==> config.mk <==
export PLATFORM = sky130hd
export DESIGN_NAME = if_realign_buffer
export DESIGN_NICKNAME = d
export VERILOG_FILES = /design/src/rtl/if_realign_buffer.sv
export SDC_FILE = /design/constraint.sdc
export NUM_CORES = 1
export LEC_CHECK = 0
export ABC_AREA = 1
export BUFFER_PORTS_ARGS = -buffer_cell sky130_fd_sc_hd__buf_4
export CAP_MARGIN = 25
export CORE_UTILIZATION = 50
export CTS_BUF_LIST = sky130_fd_sc_hd__clkbuf_8
export DETAILED_ROUTE_END_ITERATION = 10
export PLACE_DENSITY_LB_ADDON = 0.12
export SETUP_SLACK_MARGIN = 0.02
export SLEW_MARGIN = 0
export SYNTH_ARGS = -nofsm -noshare
export SYNTH_HDL_FRONTEND = slang
export SYNTH_SLANG_ARGS = --single-unit
==> constraint.sdc <==
create_clock -name clk_i -period 7.1 [get_ports clk_i]
set_input_delay 1.065 -clock clk_i [delete_from_list [all_inputs] [get_ports clk_i]]
set_output_delay 1.065 -clock clk_i [all_outputs]
set_load 0.05 [all_outputs]
==> src/rtl/if_realign_buffer.sv <==
// Fetch realignment buffer: turns word-aligned fetch words into whole RVC/32-bit
// instructions with halfword-exact PCs, dropping stale words after a redirect.
module if_realign_buffer #(
    parameter int unsigned     XLEN     = 32,
    parameter logic [XLEN-1:0] RESET_PC = 'h1000_0000
) (
    input  logic            clk_i,
    input  logic            rst_ni,
    input  logic            fetch_valid_i,
    input  logic [31:0]     fetch_instr_i,
    input  logic [XLEN-1:0] fetch_pc_i,
    output logic            fetch_ready_o,
    input  logic            flush_i,
    input  logic [XLEN-1:0] flush_pc_i,
    output logic            out_valid_o,
    input  logic            out_ready_i,
    output logic [31:0]     out_instr_o,
    output logic [XLEN-1:0] out_pc_o,
    output logic            out_compressed_o
);

    function automatic logic is_rvc(input logic [15:0] parcel);
        return parcel[1:0] != 2'b11;
    endfunction

    logic [XLEN-1:0] exp_pc_p0;
    logic [15:0]     res_p0;
    logic            res_vld_p0;

    logic            out_vld_p1;
    logic [31:0]     out_instr_p1;
    logic [XLEN-1:0] out_pc_p1;
    logic            out_comp_p1;

    logic            free;
    logic            res_rvc;
    logic            match;
    logic [XLEN-1:0] need_pc;
    logic [XLEN-1:0] word_pc;
    logic [15:0]     lo_parcel;
    logic [15:0]     hi_parcel;

    assign lo_parcel = fetch_instr_i[15:0];
    assign hi_parcel = fetch_instr_i[31:16];
    assign free      = !out_vld_p1 | out_ready_i;
    assign res_rvc   = is_rvc(res_p0);

    // With a residual held, exp_pc points at that residual halfword, so the word
    // that completes it is the one following exp_pc, not the one containing it.
    assign need_pc = exp_pc_p0 + (res_vld_p0 ? XLEN'(2) : XLEN'(0));
    assign word_pc = {need_pc[XLEN-1:2], 2'b00};
    assign match   = fetch_valid_i & (fetch_pc_i == word_pc);

    assign fetch_ready_o = !flush_i & free & !(res_vld_p0 & res_rvc);

    // p0 -> p1: realign state update and registered output
    always_ff @(posedge clk_i or negedge rst_ni) begin
        if (!rst_ni) begin
            exp_pc_p0    <= RESET_PC;
            res_p0       <= '0;
            res_vld_p0   <= 1'b0;
            out_vld_p1   <= 1'b0;
            out_instr_p1 <= '0;
            out_pc_p1    <= '0;
            out_comp_p1  <= 1'b0;
        end else if (flush_i) begin
            out_vld_p1 <= 1'b0;
            res_vld_p0 <= 1'b0;
            exp_pc_p0  <= flush_pc_i;
        end else if (free) begin
            out_vld_p1 <= 1'b0;
            if (res_vld_p0 && res_rvc) begin
                out_vld_p1   <= 1'b1;
                out_instr_p1 <= {16'h0000, res_p0};
                out_pc_p1    <= exp_pc_p0;
                out_comp_p1  <= 1'b1;
                res_vld_p0   <= 1'b0;
                exp_pc_p0    <= exp_pc_p0 + XLEN'(2);
            end else if (match) begin
                if (res_vld_p0) begin
                    out_vld_p1   <= 1'b1;
                    out_instr_p1 <= {lo_parcel, res_p0};
                    out_pc_p1    <= exp_pc_p0;
                    out_comp_p1  <= 1'b0;
                    res_p0       <= hi_parcel;
                    exp_pc_p0    <= exp_pc_p0 + XLEN'(4);
                end else if (!exp_pc_p0[1]) begin
                    out_vld_p1 <= 1'b1;
                    out_pc_p1  <= fetch_pc_i;
                    if (is_rvc(lo_parcel)) begin
                        out_instr_p1 <= {16'h0000, lo_parcel};
                        out_comp_p1  <= 1'b1;
                        res_p0       <= hi_parcel;
                        res_vld_p0   <= 1'b1;
                        exp_pc_p0    <= exp_pc_p0 + XLEN'(2);
                    end else begin
                        out_instr_p1 <= fetch_instr_i;
                        out_comp_p1  <= 1'b0;
                        exp_pc_p0    <= exp_pc_p0 + XLEN'(4);
                    end
                end else begin
                    // Redirect into the upper half: the low parcel is not ours
                    if (is_rvc(hi_parcel)) begin
                        out_vld_p1   <= 1'b1;
                        out_instr_p1 <= {16'h0000, hi_parcel};
                        out_pc_p1    <= fetch_pc_i + XLEN'(2);
                        out_comp_p1  <= 1'b1;
                        exp_pc_p0    <= exp_pc_p0 + XLEN'(2);
                    end else begin
                        res_p0     <= hi_parcel;
                        res_vld_p0 <= 1'b1;
                    end
                end
            end
        end
    end

    assign out_valid_o      = out_vld_p1;
    assign out_instr_o      = out_instr_p1;
    assign out_pc_o         = out_pc_p1;
    assign out_compressed_o = out_comp_p1;

endmodule

After elaboration in Yosys (flattened, before gate mapping)
Index checks and enable logic that the tools add are counted.

Eq/ne operators: 7. Muxes and demuxes: 44. Bitwise gates (word level): 7. Reduce and logical (&&, ||, !) cells: 12. Add/subtract/negate cells: 4.

Operators with widths (number): two-way mux 32 bit (19); adder 32 x 2 -> 32 bit, second input constant (2); two-way mux 16 bit (4); adder 32 x 2 -> 32 bit (1); adder 32 x 3 -> 32 bit, second input constant (1); equality test 32 bit (1); two-way mux 1 bit (20); inequality test 2 bit, second input constant (3); AND reduction 6 bit (1); nonzero test 3 bit (2); inequality test 5 x 2 -> 1 bit, second input constant (1); AND 1 bit (4); inequality test 4 x 1 -> 1 bit, second input constant (1); AND reduction 4 bit (1); nonzero test 2 bit (2); logical NOT 1 bit (3); inequality test 3 bit, second input constant (1); AND reduction 3 bit (1); two-way mux 2 bit (1); inverter 1 bit (2); AND reduction 2 bit (1); logical AND 1 bit (1); bitwise OR 1 bit (1).

Logic and storage cells: 82. Input port bits: 101. Output and inout bits: 67. Flip-flop bits (word level): 115.

Depth between registers and ports, before layout
Depth after elaboration: 8. Depth in mapped cells: 22. Gate-level depth less buffers: 20.

Worst setup path before layout
No wires, ideal clock.

Kind: input-to-output. Start: input flush_i. End: output fetch_ready_o. Setup slack: 3.923 ns. Data required time: 6.035 ns. Path buffers: 1. Cell stages on the path: 4. Arrival time: 2.112 ns. Path through: clkbuf_1 > inv_1 > o21ai_0 > nor2_1.

Word-level cells in the longest chain between the ends: 3.

RTL lines: start: declaration (RTL line 13) `input logic flush_i,`; logical NOT 1 bit (RTL line 54) `assign fetch_ready_o = !flush_i & free & !(res_vld_p0 & res_rvc);`; AND 1 bit (2 in series) (RTL line 54); end: declaration (RTL line 12) `output logic fetch_ready_o,`.

No other way between the ends.

Worst setup path after layout
Start: register exp_pc_p0[1]. End: register exp_pc_p0[26].

Word-level cells in the longest chain between the ends: 8. Elaborated cells between the ends (all ways): 16. Those cells by class: 3 x add/sub; 2 x eq/ne; 8 x mux; 1 x bitwise; 2 x reduce/logical.

RTL lines: start: declaration (RTL line 26) `logic [XLEN-1:0] exp_pc_p0;`; start signal: assignment (RTL line 69) `exp_pc_p0 <= flush_pc_i;`; start signal: assignment (RTL line 78) `exp_pc_p0 <= exp_pc_p0 + XLEN'(2);`; start signal: assignment (RTL line 86) `exp_pc_p0 <= exp_pc_p0 + XLEN'(4);`; adder 32 x 3 -> 32 bit or adder 32 x 2 -> 32 bit (tied branches); two-way mux 32 bit (on tied branches) (RTL line 90, 103); two-way mux 32 bit (RTL line 87) `end else if (!exp_pc_p0[1]) begin`; two-way mux 32 bit (RTL line 80) `if (res_vld_p0) begin`; two-way mux 32 bit (RTL line 79) `end else if (match) begin`; two-way mux 32 bit (RTL line 72) `if (res_vld_p0 && res_rvc) begin`; two-way mux 32 bit (RTL line 70) `end else if (free) begin`; two-way mux 32 bit (RTL line 66) `end else if (flush_i) begin`.

Several ways; a longest one is shown, not always the timed one. The select of a mux whose other input is x is not followed. A chain may end at the register's enable or synchronous reset.

==> flow_summary.yaml <==
clocking:
  cts_made_buffers: 17
  h-tree-depth: 4
  cts.sinks: 115
  post_cts_buffers: 0
  root_buffer: "clkbuf_8"
  cts_tree: "done"
  clk_path_buf_depth: 2
  postCtsResizedCells: 0
  clk_pin_slew_ps: 80
  clk_latency_ps: 470
  hold_buffers: 0
floorplan:
  die_w_microns: 136.5
  initial_utilization: 0.5176
  die_h_microns: 136.5
  io_pins: 168
  design.die.area_sq_um: 18630
  core_area_sq_um: 17480
  rows: 48
route:
  wl_per_cell_microns: 19.07
  drt_iter0_markers: 1090
  ant_nets: 0
  via_count: 10340
  drtPass1Iterations: 6
  vias_per_cell: 5.851
  drc: 0
  wl_microns: 33690
setup_path:
  critPathKind: "flip-flop to flip-flop"
  slowest_stage: "dfrtp_1"
  cp-startpoint: "exp_pc_p0[1]"
  crit_chain: "nand2_1 > inv_1 > ha_1 > nand3_1 > nor2_1 > nand2_1 > o21ai_0 > nand2_1 > nand2_1 > nand2_1 > nor2_1 > nand2_1 > nor2_1 > nand3_1 > nand2_1 > buf_4 > nand3_1 > buf_4 > nand2_1 > nand2_1"
  r2r_start: "exp_pc_p0[1]"
  critPathLaunchType: "flip-flop"
  path_max_fanout: 36
  setup.worst_path.end_class: "flip-flop"
  critical_path_buf_inv_count: 3
  max_stage_delay_ps: 790
  worstPathArrival_ps: 4820
  path_delay_family: "simple AND/OR/NAND/NOR gates"
  crit_top_cell: "nand2_1"
  cp.required_ps: 7460
placement:
  dp_hpwl_microns: 25440
  port_buffers: 167
  gp_congestion: 1.014
  place_ws_ps: 2619
  dp_cells: 1732
synth:
  synth_simple_gate_area_share: 0.3878
  synth.ff_latch_count: 115
  synth_most_common_cell: "nand2_1"
  yosys-top-cells-count: "nand2_1 (497), dfrtp_1 (114), nor2_1 (113)"
  synth_top_family_by_area: "simple AND/OR/NAND/NOR gates"
  syn_inst: 1408
  synth_async_sr_flop_share: 1.000
  yosysSeqAreaShare: 0.3183
  synth_fa_ha_area_frac: 0.005533
  synth_edf_count: 0
  synth.mux.area_fraction: 0.002213
  synth_area_sq_um: 9046
  synth_compound_area_frac: 0.1310
  ys_warn_count: 0
  synth_cell_types: 44
  synth-xor-area-share: 0.06680
  synth_largest_area_cell: "dfrtp_1"
  yosysTopAreaCellShare: 0.3154
  yosys-top-cells-area: "dfrtp_1 (32%), nand2_1 (21%), nand3_1 (5.9%)"
  syn_avg_cell_area_sq_um: 6.425
  synth_flop_cell: "dfrtp_1"
  synthesis.nets: 1513
cells_and_area:
  multi_input_area_sq_um: 5375
  seq_area_sq_um: 2879
  syn_to_final_growth_pct: 18.67
  antenna_cells: 0
  final_core_util: 0.6143
  fill_cells: 1725
  nets: 1634
  layoutNonFillerInstCount: 1767
  drive_above_1_share: 0.1524
timing:
  finalSetupViolations: 0
  rsz0062_at_grt: "no"
  slew_headroom: 0.4194
  worst_pin_slew_ps: 868.3
  finalMaxSlewViolations: 0
  min_period_ps: 4463
  finalHoldViolations: 0
  fin_ws_ps: 2637
  fmaxAchievable_mhz: 224.1
  finalClockSkew_ps: 23.90
  fin_crit_sh: 0.6286
  finalSetupTns_ps: 0
global_routing:
  grt-ovfl-total: 0
  antenna_found_initial: 0
  gr-usage-all-layers: 0.3659
  grt_max_degree: 109
  grt_pass1_vias: 9326
  grt_pass1_wl_microns: 51330
min_path:
  hp-start: "out_pc_o[14]"
  hold_class: "flip-flop to flip-flop"
pwr:
  p_total_mw: 1.955
  ir_drop_v: 0.0001642
  powerDensity_nw_per_um2: 182.1
  p_leak_nw: 5.316
status:
  status: "finished clean"
job:
  cap_violations: 0
==> placed cells by master (no fill, tap or decap), types with 6 or more instances in the layout <==
| master | n |
|---|---|
| nand3_1 | 106 |
| xnor2_1 | 15 |
| nor2_2 | 17 |
| xor2_1 | 54 |
| a22o_1 | 8 |
| o21ai_0 | 79 |
| inv_6 | 6 |
| dfrtp_1 | 114 |
| nand4_1 | 62 |
| clkbuf_8 | 17 |
| a32o_1 | 8 |
| a221oi_1 | 9 |
| nor3_1 | 15 |
| nor4_1 | 6 |
| nand2_1 | 497 |
| buf_4 | 178 |
| a21oi_1 | 37 |
| nor2_1 | 112 |
| o211ai_1 | 7 |
| inv_1 | 110 |
| o221ai_1 | 6 |
| o21ai_1 | 30 |
==> worst paths after layout <==
kind	endpoint	slack (ps)	depth (start not counted)
setup / recovery	exp_pc_p0[26]	2640	20
hold / removal	out_pc_o[14]	480	2
setup reg to reg	exp_pc_p0[26]	2640	20
hold reg to reg	out_pc_o[14]	480	2
max in group asynchronous	out_instr_o[13]	5160	2
min in group asynchronous	out_pc_o[25]	630	1
==> report_power, final <==
part	internal, mW	total (mW)	switching, mW
Sequential	0.695	0.794	0.0990
Combinational	0.186	0.511	0.325
Clock	0.321	0.650	0.329
==> tightest hold or removal path: cells and delay by family, from the launching register on <==
kind / cells / cell delay (ps)
and+or+nand+nor: 2 / 110
DFF: 1 / 350
==> metrics by stage <==
stage	hold WS (ps)	area, sq um
final	479.2	10740
after CTS	482.3	10690
after floorplan	441.6	9046
after global placement	457.8	10280
after detailed placement	461.6	10280
after global routing	498.3	10740
==> final cells by class <==
cell class,count,area share
well taps,225,0.02622
multi-input cells,1103,0.5007
flip-flops and latches,115,0.2682
repair buffers,180,0.1281
inverters,112,0.03916
clock inverters,15,0.01585
clock buffers,17,0.02179
==> registers in the layout (all words and copies together), names as in the netlist <==
register and count:
exp_pc_p0 32, res_p0 16, res_vld_p0 1, out_valid_o 1, out_pc_o 32, out_instr_o 32, out_compressed_o 1
==> kinds of logic after synthesis <==
family | Yosys count
flops | 115
mux | 2
simple gates | 827
xor+xnor | 69
fa+ha+maj | 4
buf+inv | 190
compound gates | 201
==> per-layer routing <==
layer  global-route usage  vias to the layer above  part of all wire
met5                    0                        -                 0
met4               0.1358                        0             0.032
met3              0.05926                       66             0.098
met2               0.5316                      614              0.42
met1               0.5393                     4781              0.45
li1                     -                     4877                 -
No activity file was read; power rests on OpenSTA's default activity.
